==> config.mk <==
export PLATFORM = sky130hd
export DESIGN_NAME = mac_rr_scheduler
export DESIGN_NICKNAME = d
export VERILOG_FILES = /design/src/rtl/mac_rr_scheduler.sv
export SDC_FILE = /design/constraint.sdc
export NUM_CORES = 1
export LEC_CHECK = 0
export ABC_AREA = 1
export CAP_MARGIN = 40
export CORE_UTILIZATION = 36
export CTS_CLUSTER_DIAMETER = 120
export DETAILED_ROUTE_END_ITERATION = 12
export GPL_ROUTABILITY_DRIVEN = 0
export PLACE_DENSITY = 0.77
export SYNTH_ARGS = -nofsm -noshare
export SYNTH_HDL_FRONTEND = slang
export SYNTH_SLANG_ARGS = --single-unit
==> constraint.sdc <==
create_clock -name clk -period 2 [get_ports clk]
set_clock_uncertainty 0.1 [all_clocks]
set_input_delay 0.4 -clock clk [delete_from_list [all_inputs] [get_ports clk]]
set_output_delay 0.4 -clock clk [all_outputs]
set_load 0.03 [all_outputs]
==> src/rtl/mac_rr_scheduler.sv <==
`default_nettype none
// ============================================================================
// Module   : mac_rr_scheduler
// Purpose  : Round-robin scheduler that shares one MAC/accumulator datapath
//            between NREQ requesters. It accepts one operation per grant and
//            drives the datapath through a start/done handshake. It returns
//            the accumulator value tagged with the id of the granted requester.
// Ports    : clk, rst_n (async, active-low)
//            req_valid/req_clr/req_a/req_b -> req_ready   requester side
//            mac_start/mac_clr/mac_a/mac_b <- mac_done/mac_acc   datapath
//            rsp_valid/rsp_id/rsp_data/rsp_err <- rsp_ready      response
//            state_dbg                                           FSM state
// Options  : `define MAC_SCHED_TIMEOUT_EN enables the WAIT-state watchdog.
//            If the watchdog fires, the block returns rsp_err=1 and
//            rsp_data=0 after TIMEOUT cycles.
// Revision : 1.0  initial release
// ============================================================================
module mac_rr_scheduler #(
  parameter int NREQ    = 4,
  parameter int DW      = 8,
  parameter int TIMEOUT = 16
) (
  input  logic                     clk,
  input  logic                     rst_n,
  input  logic [NREQ-1:0]          req_valid,
  input  logic [NREQ-1:0]          req_clr,
  input  logic [NREQ*DW-1:0]       req_a,
  input  logic [NREQ*DW-1:0]       req_b,
  output logic [NREQ-1:0]          req_ready,
  output logic                     mac_start,
  output logic                     mac_clr,
  output logic [DW-1:0]            mac_a,
  output logic [DW-1:0]            mac_b,
  input  logic                     mac_done,
  input  logic [DW-1:0]            mac_acc,
  output logic                     rsp_valid,
  input  logic                     rsp_ready,
  output logic [$clog2(NREQ)-1:0]  rsp_id,
  output logic [DW-1:0]            rsp_data,
  output logic                     rsp_err,
  output logic [1:0]               state_dbg
);

  localparam int IDW = $clog2(NREQ);

  localparam logic [1:0] S_IDLE  = 2'd0;
  localparam logic [1:0] S_ISSUE = 2'd1;
  localparam logic [1:0] S_WAIT  = 2'd2;
  localparam logic [1:0] S_RESP  = 2'd3;

  // Elaboration-time parameter sanity checks
  if (NREQ < 2 || NREQ > 8) begin : g_bad_nreq
    $error("mac_rr_scheduler: NREQ must be in 2..8");
  end
  if (TIMEOUT < 2) begin : g_bad_timeout
    $error("mac_rr_scheduler: TIMEOUT must be at least 2");
  end

  logic [1:0]     r_state;
  logic [IDW-1:0] r_ptr;
  logic [IDW-1:0] r_id;
  logic           r_clr;
  logic [DW-1:0]  r_a;
  logic [DW-1:0]  r_b;
  logic [DW-1:0]  r_data;

  logic           w_found;
  logic [IDW-1:0] w_gnt_id;
  logic           w_timeout;

  // (base + off) mod NREQ. NREQ need not be a power of two, so the wrap is
  // explicit rather than a natural overflow of the IDW-bit field.
  function automatic logic [IDW-1:0] f_wrap(input logic [IDW-1:0] base, input int off);
    int sum;
    sum = int'(base) + off;
    if (sum >= NREQ) sum = sum - NREQ;
    return sum[IDW-1:0];
  endfunction

  // Find the first valid requester, starting at the rotating pointer.
  always_comb begin : p_grant
    logic [IDW-1:0] v_idx;
    w_found  = 1'b0;
    w_gnt_id = '0;
    v_idx    = '0;
    for (int k = 0; k < NREQ; k++) begin
      v_idx = f_wrap(r_ptr, k);
      if (!w_found && req_valid[v_idx]) begin
        w_found  = 1'b1;
        w_gnt_id = v_idx;
      end
    end
  end

  // The accept strobe is gated by rst_n so that it stays low while reset is held.
  always_comb begin
    req_ready = '0;
    if (rst_n && (r_state == S_IDLE) && w_found) req_ready[w_gnt_id] = 1'b1;
  end

`ifdef MAC_SCHED_TIMEOUT_EN
  localparam int CNT_W = $clog2(TIMEOUT + 1);
  logic [CNT_W-1:0] r_cnt;
  logic             r_err;

  assign w_timeout = (r_state == S_WAIT) && (r_cnt == CNT_W'(TIMEOUT - 1));

  // The counter is cleared in ISSUE, so every WAIT visit starts at 0.
  always_ff @(posedge clk or negedge rst_n) begin
    if (!rst_n) begin
      r_cnt <= '0;
      r_err <= 1'b0;
    end else begin
      if (r_state == S_ISSUE) begin
        r_cnt <= '0;
      end else if (r_state == S_WAIT) begin
        r_cnt <= r_cnt + CNT_W'(1);
        if (mac_done)       r_err <= 1'b0;
        else if (w_timeout) r_err <= 1'b1;
      end
    end
  end

  assign rsp_err = r_err;
`else
  assign w_timeout = 1'b0;
  assign rsp_err   = 1'b0;
`endif

  always_ff @(posedge clk or negedge rst_n) begin
    if (!rst_n) begin
      r_state <= S_IDLE;
      r_ptr   <= '0;
      r_id    <= '0;
      r_clr   <= 1'b0;
      r_a     <= '0;
      r_b     <= '0;
      r_data  <= '0;
    end else begin
      case (r_state)
        S_IDLE: begin
          if (w_found) begin
            r_id    <= w_gnt_id;
            r_clr   <= req_clr[w_gnt_id];
            r_a     <= req_a[w_gnt_id*DW +: DW];
            r_b     <= req_b[w_gnt_id*DW +: DW];
            r_state <= S_ISSUE;
          end
        end
        // A mac_done seen here belongs to no operation of ours and is dropped.
        S_ISSUE: r_state <= S_WAIT;
        S_WAIT: begin
          if (mac_done) begin
            r_data  <= mac_acc;
            r_state <= S_RESP;
          end else if (w_timeout) begin
            r_data  <= '0;
            r_state <= S_RESP;
          end
        end
        S_RESP: begin
          if (rsp_ready) begin
            r_ptr   <= f_wrap(r_id, 1);
            r_state <= S_IDLE;
          end
        end
        default: r_state <= S_IDLE;
      endcase
    end
  end

  assign mac_start = (r_state == S_ISSUE);
  assign mac_clr   = r_clr;
  assign mac_a     = r_a;
  assign mac_b     = r_b;
  assign rsp_valid = (r_state == S_RESP);
  assign rsp_id    = r_id;
  assign rsp_data  = r_data;
  assign state_dbg = r_state;

endmodule
`default_nettype wire

==> flow_summary.yaml <==
synth:
  ys_seq_area_share_pct: 34.0
  yosysUniqueCellTypes: 24
  synth_area_leader_cell: "nand2_1"
  ys_warn_count: 0
  synthTopCellsByArea: "nand2_1 35%, dfrtp_1 34%, nand3_1 8.3%"
  syn_inst: 363
  syn_nets: 452
  synth_area_um2: 2280
  avgSynthCellArea_um2: 6.29
  synth_top_cell_area_share_pct: 35.2
  ys_seq_elements: 31
placement:
  place_area_um2: 3610
  place.detailed.hpwl_um: 5130
  io_buffers: 118
  dp_slack_ns: -0.679
setup_path:
  cp_max_fo: 5
  required_ns: 1.50
  crit_slowest_cell: "dfrtp_2"
  cp-start-kind: "register"
  r2r_start: "r_ptr[0]"
  max_stage_delay_ns: 0.44
  crit_arrival_ns: 2.05
  critPathMostFrequentCell: "nand2_2"
  critical_path.startpoint: "r_ptr[0]"
  end_kind: "output port"
  crit_chain: "buf_6 -> nand2_1 -> nand2_2 -> nand2_2 -> nand2_2 -> nor2_1 -> nor2_1 -> nand2_2 -> nand2_4 -> inv_4 -> nor3_4 -> buf_6"
  worstSetupPathType: "register to output port"
timing:
  fin_crit_sh_pct: 127
  finalSetupViolations: 22
  fin_ws_ns: -0.547
  fin_crit_ns: 2.55
  whs_ns: 0.382
  report.final.slew_viol_count: 0
  max_freq_ghz: 0.393
  rsz0062_at_grt: "true"
  finalHoldViolCount: 0
power:
  netSwitchingPower_mw: 4.16
  cellPowerDensity_nw_per_um2: 1980
  power.share.clock_pct: 5.7
  p_int_mw: 3.89
  p_seq_share_pct: 14.5
  p_sw_share_pct: 51.7
  max-vdd-ir-drop_mv: 1.28
  combPwrFrac_pct: 79.7
  power_leakage_nw: 2.06
  total_power_mw: 8.05
layout:
  diodes: 0
  finish.utilization_pct: 67.5
  design_area_um2: 4070
  synthToLayoutAreaGrowth_pct: 78.1
  fin_nets: 589
  layout-drive-gt1-share_pct: 20.8
  fill_cells: 497
hold_path:
  hold_start: "mac_b[4]"
  hold_class: "register to register"
clock_network:
  clock_path_buffers: 2
  htree_levels: 2
  cts-root-buf: "clkbuf_8"
  clk_latency_ns: 0.28
  clkTransAtPathRegs_ns: 0.06
  cts_sinks: 31
  cts_tree: "done"
  cts_made_buffers: 5
grt:
  grt_overflow: 0
  grt_pass1_vias: 2605
  grt_pass1_wl_um: 11200
  grt_max_degree: 35
  antenna_found_initial: 0
  track_usage_pct: 22.2
detailed_routing:
  via_per_inst: 4.81
  drt_pre_antenna_iters: 4
  wl_per_cell_um: 13.4
  routed_wl_um: 7700
  ant_nets: 0
  dr.first_iter.drc_count: 137
  routed-via-count: 2771
  drc: 0
floorplanning:
  rows: 28
  dieArea_um2: 6670
  fp.dieH_um: 81.7
  core_area_um2: 6030
  start_util_pct: 37.9
  die_x_um: 81.7
  pin_count: 120
status:
  status: "finished with violations"
  violations: "negative setup slack"
flow_run:
  maxCapViolCount: 0
==> state kept, by name, indices dropped and copies added, names as in the netlist <==
register,flops
mac_a,8
mac_b,8
mac_clr,1
r_ptr,2
rsp_data,8
rsp_id,2
state_dbg,2
==> cell families (layout without fill, tap and decap cells) <==
| group | count (synthesis) | count (layout) | share of synthesized area (%) |
|---|---|---|---|
| AOI/OAI and AO/OA | 11 | 11 | 3.07 |
| muxes | 8 | 8 | 3.94 |
| DFF | 31 | 31 | 34.0 |
| buffers and inverters | 35 | 173 | 7.78 |
| adders and majority gates | 5 | 5 | 2.74 |
| and+or+nand+nor | 271 | 271 | 48.0 |
| xor gates and xnor gates | 1 | 1 | 0.383 |
| other | 1 | 1 | 0.164 |
==> cell usage in the layout (no fill, tap or decap) <==
master	instances
a21oi_2	1
buf_12	1
buf_16	1
buf_4	18
buf_6	12
clkbuf_1	2
clkbuf_16	2
clkbuf_8	5
clkdlybuf4s50_1	108
clkinv_2	1
clkinv_4	1
conb_1	1
dfrtp_1	29
dfrtp_2	2
dlygate4sd2_1	6
ha_1	5
inv_1	6
inv_2	7
inv_4	3
mux2_2	8
nand2_1	194
nand2_2	18
nand2_4	8
nand3_1	35
nand3_2	2
nand3_4	2
nor2_1	2
nor2_2	1
nor2_4	5
nor3_4	4
o21ai_0	6
o21ai_1	1
o21ai_2	1
o21bai_4	1
o22ai_1	1
xnor2_1	1
==> through the flow <==
stage          instances  setup TNS, ns
2_1_floorplan        363         -0.965
3_3_place_gp         553         -13.18
3_5_place_dp         553         -14.51
4_1_cts              565          -5.33
5_1_grt              576          -8.95
6_report             576          -6.32
==> path summary, 6_finish.rpt <==
check,to,slack [ns],depth (start not counted)
max,req_ready[2],-0.55,12
min,mac_b[4],0.38,2
max reg2reg,mac_b[1],-0.26,16
min reg2reg,mac_b[4],0.38,2
max in group asynchronous,r_ptr[0],0.95,2
min in group asynchronous,rsp_data[1],0.53,2
==> synthesized netlist by cell type <==
library cell and number:
a21oi_1 1, buf_1 3, buf_2 7, buf_4 2, buf_6 4, clkbuf_1 2
conb_1 1, dfrtp_1 31, ha_1 5, inv_1 13, inv_2 4, mux2_2 8
nand2_1 214, nand2_2 6, nand3_1 38, nand3_2 1, nor2_1 6, nor2_2 2
nor3_1 4, o21ai_0 7, o21ai_1 1, o21bai_4 1, o22ai_1 1, xnor2_1 1
==> metal layers <==
metal / GRT usage (%) / wire (um)
met1: 23.1 / 2920
met2: 41.9 / 4020
met3: 6.67 / 547
met4: 7.89 / 209
met5: 0 / 0
==> power by group through the flow <==
| stage | logic [mW] | clock network [mW] | registers, mW |
|---|---|---|---|
| 6_report | 6.42 | 0.461 | 1.17 |
| 5_1_grt | 7.03 | 0.500 | 1.21 |
| 4_1_cts | 5.73 | 0.475 | 1.15 |
| 3_5_place_dp | 5.21 | 0 | 1.15 |
| 3_3_place_gp | 5.15 | 0 | 1.14 |
| 2_1_floorplan | 3.22 | 0 | 1.67 |
==> worst max-delay path, delay by kind of cell, from the launching register on <==
kind / cells / cell delay, ns
AND/OR/NAND/NOR: 9 / 0.96
flip-flops: 1 / 0.44
buffers and inverters: 3 / 0.36
==> timing repair <==
action / CTS / global route
gates cloned: 1 / 2
hold buffers: 0 / 0
buffers inserted: 4 / 9
resized for setup: 39 / 39
pin swaps: 10 / 20
endpoints found under the setup margin: 24 / 24
==> cell type report <==
class / instances / area, um^2 / share of cell area, %
multi-input cells: 297 / 1540 / 37.8
repair buffers: 148 / 1500 / 36.9
flip-flops and latches: 31 / 778 / 19.1
well taps: 75 / 93.8 / 2.31
clock buffers: 7 / 76.3 / 1.88
inverters: 17 / 76.3 / 1.88
clock inverters: 1 / 5.00 / 0.123
(Power assumes the default switching activity.)
